### config.mk
export PLATFORM = sky130hd
export DESIGN_NAME = spram_burst_ctrl
export DESIGN_NICKNAME = d
export VERILOG_FILES = /design/src/rtl/spram_ctrl_pkg.sv /design/src/rtl/spram_rd_fifo2.sv /design/src/rtl/spram_burst_ctrl.sv
export SDC_FILE = /design/constraint.sdc
export NUM_CORES = 1
export LEC_CHECK = 0
export CAP_MARGIN = 20
export CORE_ASPECT_RATIO = 1.1
export CORE_MARGIN = 2
export CORE_UTILIZATION = 35
export CTS_CLUSTER_DIAMETER = 200
export DETAILED_ROUTE_END_ITERATION = 16
export PLACE_DENSITY_LB_ADDON = 0.2
export SLEW_MARGIN = 30
export SYNTH_ARGS = -nofsm -noshare
export SYNTH_HDL_FRONTEND = slang
export SYNTH_SLANG_ARGS = --single-unit
export TNS_END_PERCENT = 100
### constraint.sdc
create_clock -name i_clk -period 3.39 [get_ports i_clk]
set_input_delay 0.5085 -clock i_clk [delete_from_list [all_inputs] [get_ports i_clk]]
set_output_delay 0.5085 -clock i_clk [all_outputs]
set_load 0.02 [all_outputs]
### src/rtl/spram_ctrl_pkg.sv
// rtl/spram_ctrl_pkg.sv - shared widths and FSM state encoding for the SPRAM burst controller
package spram_ctrl_pkg;

  localparam int AWIDTH_DEF = 12;
  localparam int DWIDTH_DEF = 60;
  localparam int LWIDTH_DEF = 13;

  typedef enum logic [2:0] {
    ST_IDLE,
    ST_WRITE,
    ST_READ,
    ST_DRAIN,
    ST_DONE
  } state_t;

endpackage

### src/rtl/spram_rd_fifo2.sv
// rtl/spram_rd_fifo2.sv - 2-entry first-word-fall-through FIFO holding read return data
module spram_rd_fifo2
  import spram_ctrl_pkg::*;
#(
  parameter int DWIDTH = DWIDTH_DEF
) (
  input  logic              i_clk,
  input  logic              i_rst_n,
  input  logic              i_push,
  input  logic [DWIDTH-1:0] i_push_data,
  input  logic              i_pop,
  output logic [DWIDTH-1:0] o_pop_data,
  output logic              o_empty,
  output logic [1:0]        o_count
);

  logic [DWIDTH-1:0] r_mem [2];
  logic              r_wr_ptr;
  logic              r_rd_ptr;
  logic [1:0]        r_count;
  logic              w_pop;
  logic              w_push;

  assign w_pop      = i_pop && (r_count != 2'd0);
  assign w_push     = i_push && ((r_count != 2'd2) || w_pop);
  assign o_pop_data = r_mem[r_rd_ptr];
  assign o_empty    = (r_count == 2'd0);
  assign o_count    = r_count;

  always_ff @(posedge i_clk or negedge i_rst_n) begin
    if (!i_rst_n) begin
      r_mem[0] <= '0;
      r_mem[1] <= '0;
      r_wr_ptr <= 1'b0;
      r_rd_ptr <= 1'b0;
      r_count  <= 2'd0;
    end else begin
      if (w_push) begin
        r_mem[r_wr_ptr] <= i_push_data;
        r_wr_ptr        <= ~r_wr_ptr;
      end
      if (w_pop) begin
        r_rd_ptr <= ~r_rd_ptr;
      end
      case ({w_push, w_pop})
        2'b10:   r_count <= r_count + 2'd1;
        2'b01:   r_count <= r_count - 2'd1;
        default: r_count <= r_count;
      endcase
    end
  end

  // The upstream credit check must make a push into a full FIFO impossible.
  assert property (@(posedge i_clk) disable iff (!i_rst_n)
    !(i_push && !w_pop && (r_count == 2'd2)));

endmodule

### src/rtl/spram_burst_ctrl.sv
// rtl/spram_burst_ctrl.sv - turns one burst command into single-port RAM cycles, streaming write data in and read data out
module spram_burst_ctrl
  import spram_ctrl_pkg::*;
#(
  parameter int AWIDTH = AWIDTH_DEF,
  parameter int DWIDTH = DWIDTH_DEF,
  parameter int LWIDTH = LWIDTH_DEF
) (
  input  logic              i_clk,
  input  logic              i_resetn,
  input  logic              i_cmd_valid,
  output logic              o_cmd_ready,
  input  logic              i_cmd_write,
  input  logic [AWIDTH-1:0] i_cmd_addr,
  input  logic [LWIDTH-1:0] i_cmd_len,
  input  logic              i_in_valid,
  output logic              o_in_ready,
  input  logic [DWIDTH-1:0] i_in_data,
  output logic              o_out_valid,
  input  logic              i_out_ready,
  output logic [DWIDTH-1:0] o_out_data,
  output logic              o_busy,
  output logic              o_done,
  output logic [AWIDTH-1:0] o_ram_address,
  output logic              o_ram_wren,
  output logic [DWIDTH-1:0] o_ram_data,
  input  logic [DWIDTH-1:0] i_ram_out
);

  state_t            r_state;
  logic [AWIDTH-1:0] r_addr;
  logic [AWIDTH-1:0] r_last_addr;
  logic [LWIDTH-1:0] r_rem;
  logic              r_rd_pend;
  logic              r_cmd_ready;
  logic              r_in_ready;
  logic              r_busy;
  logic              r_done;

  logic              w_wr_fire;
  logic              w_issue;
  logic              w_pop;
  logic              w_empty;
  logic [1:0]        w_fifo_count;
  logic [2:0]        w_credit;

  assign w_pop     = !w_empty && i_out_ready;
  assign w_wr_fire = r_in_ready && i_in_valid;
  // A slot popped this cycle counts as free, otherwise a full-rate reader stalls every other clk.
  assign w_credit  = {1'b0, w_fifo_count} - {2'b00, w_pop} + {2'b00, r_rd_pend};
  assign w_issue   = (r_state == ST_READ) && (w_credit < 3'd2);

  assign o_ram_wren    = w_wr_fire;
  assign o_ram_address = (w_wr_fire || w_issue) ? r_addr : r_last_addr;
  assign o_ram_data    = w_wr_fire ? i_in_data : '0;
  assign o_cmd_ready   = r_cmd_ready;
  assign o_in_ready    = r_in_ready;
  assign o_busy        = r_busy;
  assign o_done        = r_done;
  assign o_out_valid   = !w_empty;

  spram_rd_fifo2 #(
    .DWIDTH(DWIDTH)
  ) u_rd_fifo (
    .i_clk       (i_clk),
    .i_rst_n     (i_resetn),
    .i_push      (r_rd_pend),
    .i_push_data (i_ram_out),
    .i_pop       (w_pop),
    .o_pop_data  (o_out_data),
    .o_empty     (w_empty),
    .o_count     (w_fifo_count)
  );

  always_ff @(posedge i_clk or negedge i_resetn) begin
    if (!i_resetn) begin
      r_state     <= ST_IDLE;
      r_addr      <= '0;
      r_last_addr <= '0;
      r_rem       <= '0;
      r_rd_pend   <= 1'b0;
      r_cmd_ready <= 1'b1;
      r_in_ready  <= 1'b0;
      r_busy      <= 1'b0;
      r_done      <= 1'b0;
    end else begin
      r_rd_pend <= w_issue;
      r_done    <= 1'b0;
      if (w_wr_fire || w_issue) begin
        r_last_addr <= r_addr;
        r_addr      <= r_addr + AWIDTH'(1);
        r_rem       <= r_rem - LWIDTH'(1);
      end
      case (r_state)
        ST_IDLE: begin
          if (i_cmd_valid) begin
            r_addr      <= i_cmd_addr;
            r_rem       <= i_cmd_len;
            r_cmd_ready <= 1'b0;
            r_busy      <= 1'b1;
            if (i_cmd_len == '0) begin
              r_state <= ST_DONE;
              r_done  <= 1'b1;
            end else if (i_cmd_write) begin
              r_state    <= ST_WRITE;
              r_in_ready <= 1'b1;
            end else begin
              r_state <= ST_READ;
            end
          end
        end
        ST_WRITE: begin
          if (w_wr_fire && (r_rem == LWIDTH'(1))) begin
            r_state    <= ST_DONE;
            r_done     <= 1'b1;
            r_in_ready <= 1'b0;
          end
        end
        ST_READ: begin
          if (w_issue && (r_rem == LWIDTH'(1))) begin
            r_state <= ST_DRAIN;
          end
        end
        ST_DRAIN: begin
          if (!r_rd_pend && w_empty) begin
            r_state <= ST_DONE;
            r_done  <= 1'b1;
          end
        end
        ST_DONE: begin
          r_state     <= ST_IDLE;
          r_cmd_ready <= 1'b1;
          r_busy      <= 1'b0;
        end
        default: r_state <= ST_IDLE;
      endcase
    end
  end

endmodule

Word-level counts from Yosys, hierarchy flattened
Index checks and enable logic that the tools add are counted.
Word-level totals
  bits in registers: 169
  bits of input ports: 151
  output and inout bits: 138
  word-level logic and storage cells: 101
Operators by class
  add/sub/neg operators: 6
  $lt $le $gt $ge: 4
  eq/ne operators: 14
  mux-type cells: 36
  bitwise logic cells: 4
  reductions and logical operators: 23
Operators by type and width (count)
  $mux 60: 5
  $bwmux 120: 1
  $demux 60 s1: 1
  $mux 12: 4
  $mux 13: 3
  $mux 3: 5
  $eq 13x1->1 const B: 1
  $logic_not 13->1: 1
  $sub 13x1->13 const B: 1
  $add 12x1->12 const B: 1
  $ne 2x2->1 const B: 6
  $pmux 3 s4: 1
  $mux 1: 10
  $logic_and 1x1->1: 9
  $reduce_bool 2->1: 4
  $eq 3x2->1 const B: 2
  $pmux 1 s2: 3
  $reduce_and 5->1: 1
  $ge 2x2->1 const B: 2
  $not 1->2: 2
  $pmux 2 s2: 1
  $reduce_and 4->1: 1
  $add 3x1->3: 1
  $eq 3x1->1 const B: 1
  17 further kinds: 20

Logic depth before layout (Yosys ltp)
  depth in word-level cells: 11
  depth in mapped cells: 11
  depth with buffers taken out: 10

Modules after synthesis
From an unflattened synthesis, not the netlist that was laid out.
Second synthesis, totals
  cell total of the unflattened synthesis: 656
  area, all modules: 8254.2 µm²
Modules (own cells, without submodules)
  spram_rd_fifo2: times used 1, cells each 337, area each 5426.5 µm², seq. area each 3103.0 µm²
  spram_burst_ctrl: times used 1, cells each 319, area each 2827.7 µm², seq. area each 1127.3 µm²

Worst setup path after synthesis
OpenSTA, ideal clock, no wires.
  kind: register to output
  start point: register u_rd_fifo.r_count[1], in the netlist u_rd_fifo.o_count[1]
  end point: output o_ram_address[10]
  data arrival time: 3.111 ns
  data required time: 2.882 ns
  path slack: -0.230 ns
  stages on the path, launching flop included: 12
  path buffers: 2
  cells stage by stage: dfrtp_1 or2_2 and2_1 ha_1 nand2b_1 fa_1 xnor2_1 a41o_1 clkbuf_1 clkbuf_1 nand2_1 nand2_1
Between the ends
  longest elaborated chain between the ends: 9
Ends and longest elaborated chain
  from (decl): RTL line spram_rd_fifo2.sv:20  | logic [1:0] r_count;
  from (signal assigned): RTL line spram_rd_fifo2.sv:46  | 2'b10: r_count <= r_count + 2'd1;
  from (signal assigned): RTL line spram_rd_fifo2.sv:47  | 2'b01: r_count <= r_count - 2'd1;
  from (signal assigned): RTL line spram_rd_fifo2.sv:48  | default: r_count <= r_count;
  $logic_not 2->1: RTL line spram_rd_fifo2.sv:27  | assign o_empty = (r_count == 2'd0);
  $logic_not 1->1
  named net o_out_valid: RTL line spram_burst_ctrl.sv:19  | output logic o_out_valid,
  $logic_and 1x1->1: RTL line spram_burst_ctrl.sv:47  | assign w_pop = !w_empty && i_out_ready;
  $sub 2x1->3: RTL line spram_burst_ctrl.sv:50  | assign w_credit = {1'b0, w_fifo_count} - {2'b00, w_pop} + {2'b00, r_rd_pend};
  $add 3x1->3: RTL line spram_burst_ctrl.sv:50
  $lt 3x2->1: RTL line spram_burst_ctrl.sv:51  | assign w_issue = (r_state == ST_READ) && (w_credit < 3'd2);
  $logic_and 1x1->1: RTL line spram_burst_ctrl.sv:51
  $logic_or 1x1->1: RTL line spram_burst_ctrl.sv:54  | assign o_ram_address = (w_wr_fire || w_issue) ? r_addr : r_last_addr;
  $mux 12
  to (decl): RTL line spram_burst_ctrl.sv:24  | output logic [AWIDTH-1:0] o_ram_address,
The timed path passes the listed nets, and every way through them passes these cells.

Final worst setup path
  start point: register u_rd_fifo.r_count[1], in the netlist u_rd_fifo.o_count[1]
  end point: output o_ram_address[3]
Between the ends
  longest elaborated chain between the ends: 9
Ends and longest elaborated chain (RTL line)
  $logic_not 2->1: spram_rd_fifo2.sv:27
  $logic_not 1->1: spram_burst_ctrl.sv:47
  $logic_and 1x1->1: spram_burst_ctrl.sv:47
  $sub 2x1->3 *: spram_burst_ctrl.sv:50
  $add 3x1->3 *: spram_burst_ctrl.sv:50
  $lt 3x2->1 *: spram_burst_ctrl.sv:51
  $logic_and 1x1->1 *: spram_burst_ctrl.sv:51
  $logic_or 1x1->1 *: spram_burst_ctrl.sv:54
  $mux 12 *
Every way passes the cells marked *; elsewhere a longest branch is shown, timed or not.

==> results.md <==
- The final number of hold-violating endpoints was 0.
- The library cell contributing the largest single delay on the critical path is sky130_fd_sc_hd__dfrtp_1.
- The initial antenna violation count was 0.
- The die height is ~160 um.
- After floorplanning, the core was sized to cover about 0.023 mm^2.
- Counting flops with an async set or reset pin after synthesis yields a share of 1.00.
- The congestion estimate from routability-driven global placement came to slightly above 0.8.
- The count of fill cells added during filler insertion is slightly below 2000.
- The part of the Yosys area used for sequential elements is 0.527.
- The die covers 0.0242 mm^2.
- The reg-to-reg setup timing slack is around 0.21 ns.
- The final clock skew is approximately 0.0085 ns.
- TritonCTS built the clock tree.
- In this design, the largest share of critical-path delay is due to simple AND/OR/NAND/NOR gates.
- The number of optimization iterations in the first detailed-route pass is 4.
- The time the final worst path needs with I/O delays and setup is 3.48 ns.
- The final reports fail on setup timing.
- In this design, the stage delay of the slowest critical-path cell is between 0.3 and 0.4 ns.
- The wire length of the first global-routing pass is 34100 um.
- The number of top-level design ports is approximately 290.
- Setup repair after global routing could not meet its margin everywhere.
- The number of H-tree levels is 4.
- The register clock-pin slew on the reported worst setup and hold paths is roughly 0.070 ns.
- Dividing the final minimum period by the clock period gives 1.03.
- Detailed routing inserted a total of 6163 vias.
- The final hold slack is between 0.1 and 0.15 ns.
- Across the run, the number of max-cap violations was 0.
- The critical path capture point type is an output pin.
- STA classifies the critical path startpoint as a flip-flop.
- The initial cell density of the core is 0.353.
- In the synthesized netlist the dominant register cell turns out to be sky130_fd_sc_hd__dfrtp_1.
- The HPWL after detailed placement is 14700 um.
- At the end of the flow, the number of nets in the layout was around 1100.
- Buffers placed on the I/O ports in this run total around 290.
- The number of antenna-violating nets in the routed design is 0.
- The path type of the worst min-delay path is input pin to asynchronous set/reset pin.
- Counting the buffers created by CTS gives 17.
- The total placed instance area is about 0.011 mm^2.
- The count of flip-flops with a built-in enable after synthesis is 0.
- The most frequent cell on the critical path is sky130_fd_sc_hd__nand2_2.
- The register cell area after layout is roughly 0.0042 mm^2.
- The signal on the critical path passes through or2_4 > and2_4 > ha_4 > nand2b_4 > fa_2 > xnor2_2 > buf_4 > a41oi_4 > clkbuf_16 > nand2_2 > nand2_2 > buf_6.
- The multi-input combinational cells in the finished layout cover a total of just under 0.004 mm^2.
- For the worst setup path, the data required time is 2.88 ns.
- The number of instances in the synthesized netlist is 670.
- The maximum fanout encountered on the critical timing path is 6.
- The initial detailed-routing violation count is 208.
- After floorplanning, the core was divided into between 50 and 60 placement rows.
- The ratio of total power to cell area is 932 mW/mm^2.
- The data arrival time at the worst-slack endpoint is approximately 3.0 ns.
- Of the cells placed in the final design, the portion with a size suffix greater than 1 is 0.301.
- The analysis attributes to cell leakage a power of ~5.3 nW.
- The finished cells cover 0.0123 mm^2.
- The mapped netlist covers 0.00802 mm^2.
- The least setup slack across all paths after layout is -0.0894 ns.
- The maximum vdd ir drop is about 0.00059 V.
- No sink is reached through more buffers than the 2 on the longest clock path.
- The worst setup path is of the flip-flop to output pin kind.
- The number of synthesized register bits is 169.
- In this run the tightest slew margin relative to its limit is 0.468.
- Entering global routing, the biggest net connects 84 pins.
- After detailed routing, the number of remaining DRC violations is 0.
- For the pin with the worst max-slew slack, the measured transition is roughly 0.80 ns.
- The horizontal die dimension is 148 um.
- The total global-route track usage is 0.178.
- Using the TritonRoute via totals, the vias-per-cell ratio works out to a little under 5.
- The final-report setup violation count is 12.
- The synthesized area per cell is 12.0 um^2.
- The library cell used as clock root buffer is sky130_fd_sc_hd__clkbuf_16.
- The synthesis warning total is 0.
- The critical path contains buffers and inverters numbering 3 combined.
- The number of pins exceeding their max-slew limit in the final report came to 0.
- The clock sink total is 169.
- The distinct cell type count after synthesis is 38.
- In the final routed layout, each cell accounts on average for between 15 and 20 um.
- After global routing the overflow that remains totals 0.
- The number of antenna diodes in the final layout is 0.
- The area overhead of the layout relative to synthesis is 53.6%.
- The worst-skew pair later-pin latency is 0.42 ns.
- The total wire length after detailed routing is about 21000 um.
- The most common cell after layout, fill and taps aside is sky130_fd_sc_hd__clkdlybuf4s50_1.
- The library cells used most frequently in the layout, excluding fill and tap cells, are sky130_fd_sc_hd__clkdlybuf4s50_1, sky130_fd_sc_hd__mux2_2, sky130_fd_sc_hd__dfrtp_1, sky130_fd_sc_hd__and3_1, sky130_fd_sc_hd__nor2_1.
- The via count of the first global-routing pass was between 6000 and 7000.
- The total nets after synthesis is a little over 800.
- The flow ran to the end, but the final reports show violations.
- Timing would allow up to 287 MHz.
==> worst paths after layout <==
| check | from | to | cells past startpoint |
|---|---|---|---|
| setup / recovery | u_rd_fifo.o_count[1] | o_ram_address[3] | 12 |
| hold / removal | i_resetn | u_rd_fifo.r_mem[40] | 1 |
| setup reg to reg | u_rd_fifo.o_count[1] | r_rem[8] | 13 |
| hold reg to reg | o_cmd_ready | o_cmd_ready | 2 |
| max in group asynchronous | i_resetn | u_rd_fifo.r_mem[79] | 2 |
| min in group i_clk | o_cmd_ready | o_cmd_ready | 2 |
==> synth_stat cells (2+ instances only) <==
cell | number | area, um^2
sky130_fd_sc_hd__xor2_1 | 9 | 78.8
sky130_fd_sc_hd__o211ai_1 | 3 | 22.5
sky130_fd_sc_hd__or4_4 | 2 | 22.5
sky130_fd_sc_hd__a21oi_1 | 27 | 135
sky130_fd_sc_hd__nor2_1 | 38 | 143
sky130_fd_sc_hd__nand2_1 | 56 | 210
sky130_fd_sc_hd__nand3_1 | 7 | 35.0
sky130_fd_sc_hd__clkbuf_1 | 36 | 135
sky130_fd_sc_hd__nor3_1 | 9 | 45.0
sky130_fd_sc_hd__mux2_2 | 181 | 2040
sky130_fd_sc_hd__and3_1 | 61 | 382
sky130_fd_sc_hd__inv_1 | 6 | 22.5
sky130_fd_sc_hd__nor4_1 | 8 | 50.1
sky130_fd_sc_hd__dfrtp_1 | 168 | 4200
sky130_fd_sc_hd__ha_1 | 5 | 62.6
sky130_fd_sc_hd__nand2b_1 | 3 | 18.8
sky130_fd_sc_hd__xnor2_1 | 20 | 175
sky130_fd_sc_hd__o21ai_0 | 3 | 15.0
sky130_fd_sc_hd__buf_1 | 6 | 22.5
sky130_fd_sc_hd__nand4_1 | 4 | 25.0
==> worst register-to-register path: cells and delay by family, from the launching register on <==
| family | cells | cell delay [ns] |
|---|---|---|
| fa+ha+maj | 2 | 0.58 |
| buf+inv | 3 | 0.61 |
| flops | 1 | 0.38 |
| xor+xnor | 2 | 0.29 |
| compound gates | 1 | 0.29 |
| mux | 1 | 0.27 |
| simple gates | 4 | 0.64 |
==> per-layer routing <==
metal  GRT usage  vias up  wire length (um)
li1            -     2947                 -
met1       0.238     3034              9770
met2       0.285      152             10100
met3      0.0412       30              1110
met4      0.0593        0               382
met5           0        -                 0
==> logic make-up after synthesis <==
kind of cell             count (synthesis)  share of synthesized area
AND/OR/NAND/NOR                        199                      0.128
multiplexers                           181                      0.254
flip-flops                             169                      0.527
buffers and inverters                   49                     0.0231
AO/OA/AOI/OAI                           37                     0.0256
XOR/XNOR                                29                     0.0317
adder cells (fa/ha/maj)                  6                     0.0103
==> what timing repair did <==
action                                  in CTS  in global routing
hold buffers                                 0                  0
endpoints found under the setup margin      12                 12
pin swaps                                   25                 13
gates resized for setup                    106                 12
cloned                                       2                  0
setup buffers                                3                  2
==> flip-flops by register name (all words and copies together), names as in the netlist, 2 cells and up <==
signal,cells
u_rd_fifo.o_count,2
r_last_addr,12
u_rd_fifo.r_mem,120
r_addr,12
r_rem,13
r_state,3
==> area by class of cell <==
type | count | share of cell area
multi-input combinational | 452 | 0.312
sequential | 169 | 0.343
clock buffer | 18 | 0.0348
timing repair buffer | 315 | 0.261
tap | 300 | 0.0305
inverter | 6 | 0.00183
clock inverter | 14 | 0.0168
==> through the flow <==
| stage | cells | power [W] | setup TNS [ns] | setup slack, ns | utilization |
|---|---|---|---|---|---|
| global route | 1274 | 0.0122 | -1.80 | -0.175 | 0.543 |
| finish | 1274 | 0.0115 | -0.818 | -0.0894 | 0.543 |
| floorplan | 670 | 0.00683 | -0.0167 | -0.0167 | - |
| CTS | 1272 | 0.0115 | -1.07 | -0.104 | 0.540 |
| detailed placement | 1235 | 0.00905 | -5.95 | -0.461 | 0.502 |
| global placement | 1235 | 0.00899 | -4.92 | -0.402 | 0.502 |
==> report_power, final <==
part	leakage (nW)	internal, W	switching (W)	total, W
clock network	0.313	0.00126	0.000861	0.00212
logic	2.99	0.00316	0.00262	0.00577
registers	2.04	0.00300	0.000595	0.00360
total	5.35	0.00741	0.00407	0.0115
(Power assumes the default switching activity.)
